File: src/rtl/ws281x_pixel_decoder_pkg.sv
// Shared types and 50 MHz timing defaults for the WS281X pixel decoder.
package ws281x_pkg;

  localparam int unsigned PIXEL_BITS     = 24;
  localparam int unsigned BIT_CNT_WIDTH  = 5;
  localparam int unsigned CNT_WIDTH_DEF  = 12;
  localparam int unsigned T_THRESH_DEF   = 30;
  localparam int unsigned T_HIGH_MAX_DEF = 100;
  localparam int unsigned T_LATCH_DEF    = 2500;
  localparam int unsigned IDX_WIDTH_DEF  = 10;

  typedef logic [PIXEL_BITS-1:0] pixel_t;

  typedef enum logic [1:0] {
    WAIT_GAP = 2'd0,
    IDLE     = 2'd1,
    HIGH     = 2'd2,
    LOW      = 2'd3
  } state_t;

endpackage

File: src/rtl/ws281x_pixel_decoder_if.sv
// Serial input and decoded-pixel outputs of the WS281X decoder.
interface ws281x_pixel_decoder_if #(
  parameter int unsigned IDX_WIDTH = ws281x_pkg::IDX_WIDTH_DEF
) ();

  logic                   Din;
  ws281x_pkg::pixel_t     Pixel;
  logic                   PixelValid;
  logic [IDX_WIDTH-1:0]   PixelIndex;
  logic                   FrameEnd;
  logic                   Error;

  modport master (
    output Din,
    input  Pixel, PixelValid, PixelIndex, FrameEnd, Error
  );

  modport slave (
    input  Din,
    output Pixel, PixelValid, PixelIndex, FrameEnd, Error
  );

endinterface

File: src/rtl/ws281x_pixel_decoder_din_sync.sv
// Two-flop synchronizer for the raw data pin plus edge detection on the
// synchronized level.
module ws281x_din_sync (
  input  logic Clock,
  input  logic Reset,
  input  logic Din,
  output logic DinS,
  output logic Rise_c,
  output logic Fall_c
);

  logic Meta;
  logic DinD;

  always_ff @(posedge Clock) begin
    if (!Reset) begin
      Meta <= 1'b0;
      DinS <= 1'b0;
      DinD <= 1'b0;
    end else begin
      Meta <= Din;
      DinS <= Meta;
      DinD <= DinS;
    end
  end

  assign Rise_c = DinS & ~DinD;
  assign Fall_c = ~DinS & DinD;

endmodule

File: src/rtl/ws281x_pixel_decoder.sv
// WS281X single-wire decoder: measures high pulses, assembles 24-bit pixels
// MSB-first, and flags latch gaps and over-long highs.
module ws281x_pixel_decoder
  import ws281x_pkg::*;
#(
  parameter int unsigned CNT_WIDTH  = CNT_WIDTH_DEF,
  parameter int unsigned T_THRESH   = T_THRESH_DEF,
  parameter int unsigned T_HIGH_MAX = T_HIGH_MAX_DEF,
  parameter int unsigned T_LATCH    = T_LATCH_DEF,
  parameter int unsigned IDX_WIDTH  = IDX_WIDTH_DEF
) (
  input logic                   Clock,
  input logic                   Reset,
  ws281x_pixel_decoder_if.slave Bus
);

  localparam logic [CNT_WIDTH-1:0]     CNT_MAX  = '1;
  localparam logic [CNT_WIDTH-1:0]     THRESH   = CNT_WIDTH'(T_THRESH);
  localparam logic [CNT_WIDTH-1:0]     HIGH_MAX = CNT_WIDTH'(T_HIGH_MAX);
  localparam logic [CNT_WIDTH-1:0]     LATCH    = CNT_WIDTH'(T_LATCH);
  localparam logic [IDX_WIDTH-1:0]     IDX_MAX  = '1;
  localparam logic [BIT_CNT_WIDTH-1:0] LAST_BIT = BIT_CNT_WIDTH'(PIXEL_BITS - 1);

  logic DinS;
  logic Rise_c;
  logic Fall_c;

  ws281x_din_sync u_din_sync (
    .Clock  (Clock),
    .Reset  (Reset),
    .Din    (Bus.Din),
    .DinS   (DinS),
    .Rise_c (Rise_c),
    .Fall_c (Fall_c)
  );

  state_t                   State;
  state_t                   StateNxt;
  logic [CNT_WIDTH-1:0]     HighCnt;
  logic [CNT_WIDTH-1:0]     LowCnt;
  logic [BIT_CNT_WIDTH-1:0] BitCnt;
  logic [IDX_WIDTH-1:0]     RunCnt;
  // Only 23 bits are held; the 24th arrives straight into Pixel.
  logic [PIXEL_BITS-2:0]    ShiftReg;

  pixel_t                   Pixel;
  logic                     PixelValid;
  logic [IDX_WIDTH-1:0]     PixelIndex;
  logic                     FrameEnd;
  logic                     Error;

  logic   latch_hit;
  logic   gap_seen;
  logic   gap_exit;
  logic   high_over;
  logic   bit_val;
  logic   last_bit;
  pixel_t shift_nxt;

  logic do_shift;
  logic do_clear;
  logic do_frame_end;
  logic set_error;
  logic clr_error;

  // A gap is exact-hit for frame end; WAIT_GAP accepts any long-enough low,
  // but not a stale count left over from before an error's long high.
  assign latch_hit = (LowCnt == LATCH);
  assign gap_seen  = (LowCnt >= LATCH);
  assign gap_exit  = gap_seen && (!DinS || Rise_c);
  assign high_over = DinS && (HighCnt >= HIGH_MAX);
  assign bit_val   = (HighCnt >= THRESH);
  assign last_bit  = (BitCnt == LAST_BIT);
  assign shift_nxt = {ShiftReg, bit_val};

  // Saturating pulse-width counters; the first cycle of a level counts as 1.
  always_ff @(posedge Clock) begin
    if (!Reset) begin
      HighCnt <= '0;
      LowCnt  <= '0;
    end else if (DinS) begin
      if (Rise_c)                HighCnt <= CNT_WIDTH'(1);
      else if (HighCnt != CNT_MAX) HighCnt <= HighCnt + CNT_WIDTH'(1);
    end else begin
      if (Fall_c)                LowCnt <= CNT_WIDTH'(1);
      else if (LowCnt != CNT_MAX)  LowCnt <= LowCnt + CNT_WIDTH'(1);
    end
  end

  always_ff @(posedge Clock) begin
    if (!Reset) State <= WAIT_GAP;
    else        State <= StateNxt;
  end

  always_comb begin
    StateNxt = State;
    case (State)
      WAIT_GAP: if (gap_exit) StateNxt = Rise_c ? HIGH : IDLE;
      IDLE:     if (Rise_c)   StateNxt = HIGH;
      HIGH: begin
        if (Fall_c)         StateNxt = LOW;
        else if (high_over) StateNxt = WAIT_GAP;
      end
      LOW: begin
        if (Rise_c)         StateNxt = HIGH;
        else if (latch_hit) StateNxt = IDLE;
      end
      default: StateNxt = WAIT_GAP;
    endcase
  end

  // Datapath controls; a latch coinciding with a rise still ends the frame.
  always_comb begin
    do_shift     = 1'b0;
    do_clear     = 1'b0;
    do_frame_end = 1'b0;
    set_error    = 1'b0;
    clr_error    = 1'b0;
    case (State)
      WAIT_GAP: begin
        if (gap_exit) begin
          do_clear  = 1'b1;
          clr_error = 1'b1;
        end
      end
      IDLE: begin
        if (latch_hit && (RunCnt != '0)) begin
          do_frame_end = 1'b1;
          do_clear     = 1'b1;
          clr_error    = 1'b1;
        end
      end
      HIGH: begin
        if (Fall_c) begin
          do_shift = 1'b1;
        end else if (high_over) begin
          set_error = 1'b1;
          do_clear  = 1'b1;
        end
      end
      LOW: begin
        if (latch_hit) begin
          do_frame_end = 1'b1;
          do_clear     = 1'b1;
          clr_error    = 1'b1;
        end
      end
      default: ;
    endcase
  end

  always_ff @(posedge Clock) begin
    if (!Reset) begin
      BitCnt     <= '0;
      RunCnt     <= '0;
      ShiftReg   <= '0;
      Pixel      <= '0;
      PixelValid <= 1'b0;
      PixelIndex <= '0;
      FrameEnd   <= 1'b0;
      Error      <= 1'b0;
    end else begin
      PixelValid <= do_shift && last_bit;
      FrameEnd   <= do_frame_end;

      if (set_error)      Error <= 1'b1;
      else if (clr_error) Error <= 1'b0;

      if (do_clear) begin
        BitCnt <= '0;
        RunCnt <= '0;
      end else if (do_shift) begin
        ShiftReg <= shift_nxt[PIXEL_BITS-2:0];
        if (last_bit) begin
          BitCnt     <= '0;
          Pixel      <= shift_nxt;
          PixelIndex <= RunCnt;
          if (RunCnt != IDX_MAX) RunCnt <= RunCnt + IDX_WIDTH'(1);
        end else begin
          BitCnt <= BitCnt + BIT_CNT_WIDTH'(1);
        end
      end
    end
  end

  assign Bus.Pixel      = Pixel;
  assign Bus.PixelValid = PixelValid;
  assign Bus.PixelIndex = PixelIndex;
  assign Bus.FrameEnd   = FrameEnd;
  assign Bus.Error      = Error;

endmodule

File: src/flat_wrapper.sv
// flat-port wrapper written by rule: the top's interface ports become plain ports
module ws281x_pixel_decoder_flat import ws281x_pkg::*;
#(
  parameter int unsigned CNT_WIDTH  = CNT_WIDTH_DEF,
  parameter int unsigned T_THRESH   = T_THRESH_DEF,
  parameter int unsigned T_HIGH_MAX = T_HIGH_MAX_DEF,
  parameter int unsigned T_LATCH    = T_LATCH_DEF,
  parameter int unsigned IDX_WIDTH  = IDX_WIDTH_DEF
)
  (Clock, Reset, Bus_Din, Bus_Pixel, Bus_PixelValid, Bus_PixelIndex, Bus_FrameEnd, Bus_Error);
  ws281x_pixel_decoder_if #(.IDX_WIDTH(IDX_WIDTH)) Bus_i ();
  input logic Clock;
  input logic Reset;
  input wire logic [$bits(Bus_i.Din)-1:0] Bus_Din;
  output wire logic [$bits(Bus_i.Pixel)-1:0] Bus_Pixel;
  output wire logic [$bits(Bus_i.PixelValid)-1:0] Bus_PixelValid;
  output wire logic [$bits(Bus_i.PixelIndex)-1:0] Bus_PixelIndex;
  output wire logic [$bits(Bus_i.FrameEnd)-1:0] Bus_FrameEnd;
  output wire logic [$bits(Bus_i.Error)-1:0] Bus_Error;
  assign Bus_i.Din = Bus_Din;
  assign Bus_Pixel = Bus_i.Pixel;
  assign Bus_PixelValid = Bus_i.PixelValid;
  assign Bus_PixelIndex = Bus_i.PixelIndex;
  assign Bus_FrameEnd = Bus_i.FrameEnd;
  assign Bus_Error = Bus_i.Error;
  ws281x_pixel_decoder #(.CNT_WIDTH(CNT_WIDTH), .T_THRESH(T_THRESH), .T_HIGH_MAX(T_HIGH_MAX), .T_LATCH(T_LATCH), .IDX_WIDTH(IDX_WIDTH)) u_core (.Clock(Clock), .Reset(Reset), .Bus(Bus_i));
endmodule
File: config.mk
export PLATFORM = sky130hd
export DESIGN_NAME = ws281x_pixel_decoder_flat
export DESIGN_NICKNAME = d
export VERILOG_FILES = /design/src/rtl/ws281x_pixel_decoder_pkg.sv /design/src/rtl/ws281x_pixel_decoder_if.sv /design/src/rtl/ws281x_pixel_decoder_din_sync.sv /design/src/rtl/ws281x_pixel_decoder.sv /design/src/flat_wrapper.sv
export SDC_FILE = /design/constraint.sdc
export NUM_CORES = 1
export LEC_CHECK = 0
export CAP_MARGIN = 40
export CELL_PAD_IN_SITES_DETAIL_PLACEMENT = 0
export CELL_PAD_IN_SITES_GLOBAL_PLACEMENT = 1
export CORE_ASPECT_RATIO = 0.6
export CORE_MARGIN = 3
export CORE_UTILIZATION = 42
export CTS_BUF_LIST = sky130_fd_sc_hd__clkbuf_8
export DETAILED_ROUTE_END_ITERATION = 10
export PLACE_DENSITY = 0.87
export SLEW_MARGIN = 20
export SYNTH_ARGS = -nofsm -noshare
export SYNTH_HDL_FRONTEND = slang
export SYNTH_SLANG_ARGS = --single-unit
File: constraint.sdc
create_clock -name Clock -period 2.23 [get_ports Clock]
set_clock_uncertainty 0.2 [all_clocks]
set_input_delay 0.223 -clock Clock [delete_from_list [all_inputs] [get_ports Clock]]
set_output_delay 0.223 -clock Clock [all_outputs]
set_load 0.05 [all_outputs]
# == After elaboration in Yosys (flattened, before gate mapping) ==
# Index checks and enable logic that the tools add are counted.
# classes
add_sub_neg,4
order_cmp,3
eq_ne,12
mux,26
bitwise_logic,6
n_reduce_logical,18
# op_table
op,count
12-bit 2-to-1 mux,4
"12-bit by 1-bit adder with 12-bit output, second input constant",2
"12-bit inequality test, second input constant",2
2-bit 2-to-1 mux,7
"12-bit equality test, second input constant",1
"12-bit >= comparator, second input constant",1
"12-bit by 5-bit >= comparator with 1-bit output, second input constant",1
"12-bit by 7-bit >= comparator with 1-bit output, second input constant",1
"10-bit by 1-bit adder with 10-bit output, second input constant",1
1-bit 2-to-1 mux,10
"10-bit inequality test, second input constant",1
10-bit nonzero test,1
2-bit one-hot mux with 4 select lines,1
"3-bit by 1-bit inequality test with 1-bit output, second input constant",2
2-bit AND reduction,3
3-bit AND reduction,2
2-bit nonzero test,3
"5-bit by 1-bit adder with 5-bit output, second input constant",1
"5-bit equality test, second input constant",1
5-bit 2-to-1 mux,1
"2-bit equality test, second input constant",2
1-bit logical AND,4
"2-bit by 1-bit inequality test with 1-bit output, second input constant",2
1-bit inverter,4
other kinds (10),11
# word_totals
reg_bits,104
input_bits,3
output_inout_bits,37
wordCells,83

# == Logic depth before layout (Yosys ltp) ==
# Gate-level depths: netlist of the first run.
# logic_depth
word_depth,8
ltp_mapped,9
ltp_nobuf,7

# == By module ==
# From an unflattened synthesis of the first run, not the netlist that was laid out.
# unflattened
cells_unflattened,495
area_unflattened_um2,4667.0
# modules_own_cells
mod,instances,cells_per_inst,area_each_um2,seq_area_each_um2
ws281x_pixel_decoder,1,487,4575.6,2021.9
ws281x_din_sync,1,8,91.3,60.1

# == Least setup slack after synthesis of the first run ==
# Ideal clock, no wire load.
# synth_timing
path_type,reg2reg
startpoint,register u_core.HighCnt[7]
endpoint,register u_core.Pixel[10] (netlist: u_core.Bus.Pixel[10])
setup_ns,0.072
t_arrival_ns,2.029
required_ns,1.958
setup_slack_ns,-0.070
stages_incl_launch_ff,8
path_buffers,2
period_less_slack_ns,2.300
path_cell_list,dfxtp_1 > or4_4 > o311ai_2 > a21boi_2 > o211a_1 > buf_6 > buf_12 > mux2i_1
# synth_between
elab_chain_len,7
# synth_lines
element,line,text
start: declaration,ws281x_pixel_decoder.sv:39,logic [CNT_WIDTH-1:0] HighCnt;
start signal: assignment,ws281x_pixel_decoder.sv:83,else if (HighCnt != CNT_MAX) HighCnt <= HighCnt + CNT_WIDTH'(1);
12-bit by 7-bit >= comparator with 1-bit output,ws281x_pixel_decoder.sv:71,assign high_over = DinS && (HighCnt >= HIGH_MAX);
1-bit logical AND,ws281x_pixel_decoder.sv:71,
1-bit 2-to-1 mux,ws281x_pixel_decoder.sv:136,end else if (high_over) begin
1-bit 2-to-1 mux,ws281x_pixel_decoder.sv:134,if (Fall_c) begin
1-bit one-hot mux with 4 select lines,ws281x_pixel_decoder.sv:119,case (State)
1-bit inverter (no line),n/a,
3-bit AND reduction (no line),n/a,
end signal: assignment,ws281x_pixel_decoder.sv:176,Pixel <= shift_nxt;
end: declaration,ws281x_pixel_decoder.sv:46,pixel_t Pixel;
# No other way between the ends.
# A chain may end at the register's enable or synchronous reset.

# == Worst setup path after layout of the first run ==
# layout_timing
startpoint,register u_core.LowCnt[10]
endpoint,register u_core.ShiftReg[19]
# layout_between
elab_chain_len,6
elab_cells_between_ends,10
classes_between,order compare (1); eq/ne (1); mux (4); bitwise (1); reduce/logical (3)
# layout_lines
element,line,text
start: declaration,ws281x_pixel_decoder.sv:40,logic [CNT_WIDTH-1:0] LowCnt;
start signal: assignment,ws281x_pixel_decoder.sv:86,else if (LowCnt != CNT_MAX) LowCnt <= LowCnt + CNT_WIDTH'(1);
12-bit >= comparator or 12-bit equality test (tied branches),"ws281x_pixel_decoder.sv:69, ws281x_pixel_decoder.sv:68",
"1-bit logical AND, on equally long branches","ws281x_pixel_decoder.sv:70, ws281x_pixel_decoder.sv:127",
"1-bit 2-to-1 mux, on equally long branches","ws281x_pixel_decoder.sv:121, ws281x_pixel_decoder.sv:127",
1-bit one-hot mux with 4 select lines (*),ws281x_pixel_decoder.sv:119,
1-bit inverter (no line) (*),n/a,
2-bit AND reduction (no line) (*),n/a,
end signal: assignment,ws281x_pixel_decoder.sv:173,ShiftReg <= shift_nxt[PIXEL_BITS-2:0];
end: declaration,ws281x_pixel_decoder.sv:44,logic [PIXEL_BITS-2:0] ShiftReg;
# Mark *: on every way between the ends. The rest lies on a longest branch, timed or not.

==> results of run 1 <==
kinds of logic after synthesis:
kind of cell,share of synthesized area [%]
simple gates,22.03
xor+xnor,3.950
flops,44.71
compound gates,8.249
buf+inv,4.433
mux,13.14
fa+ha+maj,3.493
timing repair:
action,CTS,global route
gates cloned,0,4
pin swaps,1,2
buffers inserted,0,2
resized for setup,1,17
endpoints found under the setup margin,59,68
layout make-up:
type,count,area [µm²]
clock buffer,9,123.9
clock inverter,6,76.32
fill,936,4888
inverter,12,45.04
multi-input combinational,358,2431
sequential,104,2086
tap,139,173.9
timing repair buffer,92,879.6
worst paths after layout:
check | start | end | slack, ps | cells after the start
max | u_core.LowCnt[10] | u_core.ShiftReg[19] | -80 | 7
min | Reset | u_core.LowCnt[2] | 130 | 4
max reg2reg | u_core.LowCnt[10] | u_core.ShiftReg[19] | -80 | 7
min reg2reg | u_core.u_din_sync.Meta | u_core.u_din_sync.DinS | 240 | 1
worst max-delay path, stage by stage (launching register included):
cell      delay (ps)
dfxtp_2          330
or4_4            570
nor4_4           250
a21boi_4         110
buf_4            160
o211ai_4         170
buf_12           220
mux2i_1          220
through the flow:
| stage | utilization (%) | setup WS [ps] |
|---|---|---|
| 6_report | 54.33 | -81.23 |
| 5_1_grt | 54.33 | -176.5 |
| 4_1_cts | 53.04 | -69.53 |
| 3_5_place_dp | 51.08 | -120.1 |
| 3_3_place_gp | 51.08 | -60.17 |
| 2_1_floorplan | - | 0.8420 |
sequential cells by signal (all words and copies together), names as in the netlist:
signal,cells
u_core.State,2
u_core.Bus.Error,1
u_core.RunCnt,10
u_core.HighCnt,12
u_core.Bus.PixelValid,1
u_core.Bus.Pixel,24
u_core.BitCnt,5
u_core.LowCnt,12
u_core.Bus.FrameEnd,1
u_core.ShiftReg,23
u_core.u_din_sync.Meta,1
u_core.u_din_sync.DinS,1
u_core.u_din_sync.DinD,1
u_core.Bus.PixelIndex,10
cell usage in the layout (no fill, tap or decap), drive strengths merged, types with 2 or more instances in the layout:
| cell type | count |
|---|---|
| nor4b | 2 |
| a211oi | 4 |
| o211ai | 3 |
| clkbuf | 11 |
| or3 | 3 |
| nor3 | 10 |
| nor3b | 2 |
| inv | 15 |
| o31ai | 3 |
| nand4b | 4 |
| a21boi | 5 |
| a21oi | 17 |
| clkinv | 2 |
| xor2 | 3 |
| nand2 | 94 |
| nand4 | 6 |
| and4 | 2 |
| xnor2 | 18 |
| nor2 | 36 |
| or4 | 5 |
| and3 | 8 |
| ha | 13 |
| o311a | 2 |
| mux2i | 60 |
| nor4 | 10 |
| and2 | 4 |
| nand3 | 14 |
| o21ai | 10 |
| nor2b | 3 |
| buf | 52 |
| dfxtp | 104 |
| clkdlybuf4s50 | 38 |
| nand2b | 2 |
metal layers:
| layer | share of wire, % | routed length (µm) |
|---|---|---|
| met1 | 53 | 5650 |
| met2 | 42 | 4474 |
| met3 | 4.0 | 426 |
| met4 | 0.55 | 58 |
| met5 | 0 | 0 |
power by group through the flow:
stage                     Clock, W  Sequential (W)  Combinational (W)
after detailed placement         0         0.00191          0.0000920
after global placement           0         0.00191          0.0000891
after floorplan                  0         0.00191          0.0000560
after CTS                  0.00124         0.00187          0.0000921
final                      0.00121         0.00187          0.0000958
after global routing       0.00130         0.00187           0.000107
==> results.sh, run 1 <==
export IMPL_setup_viol=60
export IMPL_fin_crit_ps=2311
export IMPL_worst_slew_pin_slew_ps=502.8
export IMPL_synth_top_flop_cell="dfxtp_1"
export IMPL_finalNonFillerCells=720
export IMPL_rsz0062_at_grt="yes"
export IMPL_hold_viol=0
export IMPL_yosysTopAreaCell="dfxtp_1"
export IMPL_drt_initial_drc_count=347
export IMPL_clk_pin_slew_worst_paths_ps=100
export IMPL_yosysWarnings=0
export IMPL_fin_ws_ps=-81.23
export IMPL_wl_per_cell_um=14.73
export IMPL_worst_setup_path_end_kind="register"
export IMPL_slew_headroom_pct=65.61
export IMPL_num_antenna_cells=0
export IMPL_violations="negative setup slack"
export IMPL_maxSlewViolCount=0
export IMPL_fp_dieW_um=141.9
export IMPL_placed_cells=699
export IMPL_cts_root_buffer="clkbuf_8"
export IMPL_syn_nets=515
export IMPL_gp_congestion=0.8592
export IMPL_rows=29
export IMPL_required_ps=2330
export IMPL_grt_max_degree=58
export IMPL_min_path_type="in -> reg"
export IMPL_drive_gt1_share_pct=16.35
export IMPL_globalRoute_totalOverflow=0
export IMPL_fmax_mhz=432.7
export IMPL_area_delta_synth_final_pct=24.88
export IMPL_core_area_um2=10700
export IMPL_grtUsageMet3_pct=4.310
export IMPL_met2_usage_pct=25.11
export IMPL_vias_per_cell=5.154
export IMPL_synth_async_reset_ratio_pct=0
export IMPL_cts_htree_levels=3
export IMPL_die_area_um2=12430
export IMPL_netlist_instances=499
export IMPL_swShare_pct=23.39
export IMPL_synthTopCellsByArea="dfxtp_1, mux2i_1, nand2_1"
export IMPL_ios=40
export IMPL_leakage_nw=2.291
export IMPL_busiest_layer="met2"
export IMPL_power_density_nw_per_um2=545.9
export IMPL_internal_power_w=0.002432
export IMPL_synth_top_cell_area_share_pct=44.71
export IMPL_syn_area_um2=4657
export IMPL_p_sw_w=0.0007424
export IMPL_clk_latency_ps=370
export IMPL_cp_max_fo=23
export IMPL_status="complete, but fails checks"
export IMPL_tns_ps=-2173
export IMPL_power_frac_clock_pct=38.0
export IMPL_nets=593
export IMPL_grt_pass1_wl_um=16620
export IMPL_cts_hold_buf=0
export IMPL_drt_first_pass_iters=4
export IMPL_drc=0
export IMPL_irDropWorstVdd_mv=0.3356
export IMPL_cts_made_buffers=9
export IMPL_combPwrFrac_pct=3.0
export IMPL_cts_tree="built"
export IMPL_crit_type="reg -> reg"
export IMPL_whs_ps=132.8
export IMPL_dpl_hpwl_um=7205
export IMPL_cts_buffer_depth=2
export IMPL_cp_start_kind="register"
export IMPL_antenna_found_initial=0
export IMPL_pwr_share_seq_pct=58.9
export IMPL_synth_edff_count=0
export IMPL_synth_seq_cells=104
export IMPL_avgSynthCellArea_um2=9.333
export IMPL_cap_violations=0
export IMPL_placed_cell_area_um2=5468
export IMPL_layout_worst_path_cycle_share_pct=103.6
export IMPL_synth_cell_type_count=56
export IMPL_cp_arrival_ps=2410
export IMPL_grt_usage_pct=16.59
export IMPL_start_util_pct=43.51
export IMPL_final_area_um2=5816
export IMPL_cts_sinks=104
export IMPL_use_met1_pct=23.82
export IMPL_wirelength_um=10610
export IMPL_seq_area_frac_synth_pct=44.71
export IMPL_p_total_w=0.003174
export IMPL_antenna_left=0
export IMPL_synth_most_common_cell="dfxtp_1"
export IMPL_vias=3711
export IMPL_grt_pass1_vias=3510
export IMPL_portBuffers=39
export IMPL_dieHeight_um=87.57
export IMPL_synth_common_cells="dfxtp_1, nand2_1, mux2i_1"
Note: power is estimated with default switching activity, not from simulation.
==> run 2, diff against run 1 <==
--- a/config.mk
+++ b/config.mk
@@ -13,6 +13,7 @@
 export CORE_UTILIZATION = 42
 export CTS_BUF_LIST = sky130_fd_sc_hd__clkbuf_8
 export DETAILED_ROUTE_END_ITERATION = 10
+export GPL_ROUTABILITY_DRIVEN = 0
 export PLACE_DENSITY = 0.87
 export SLEW_MARGIN = 20
 export SYNTH_ARGS = -nofsm -noshare
==> results of run 2 <==
No change in the layout: final DEF, timing and power equal those of run 1.
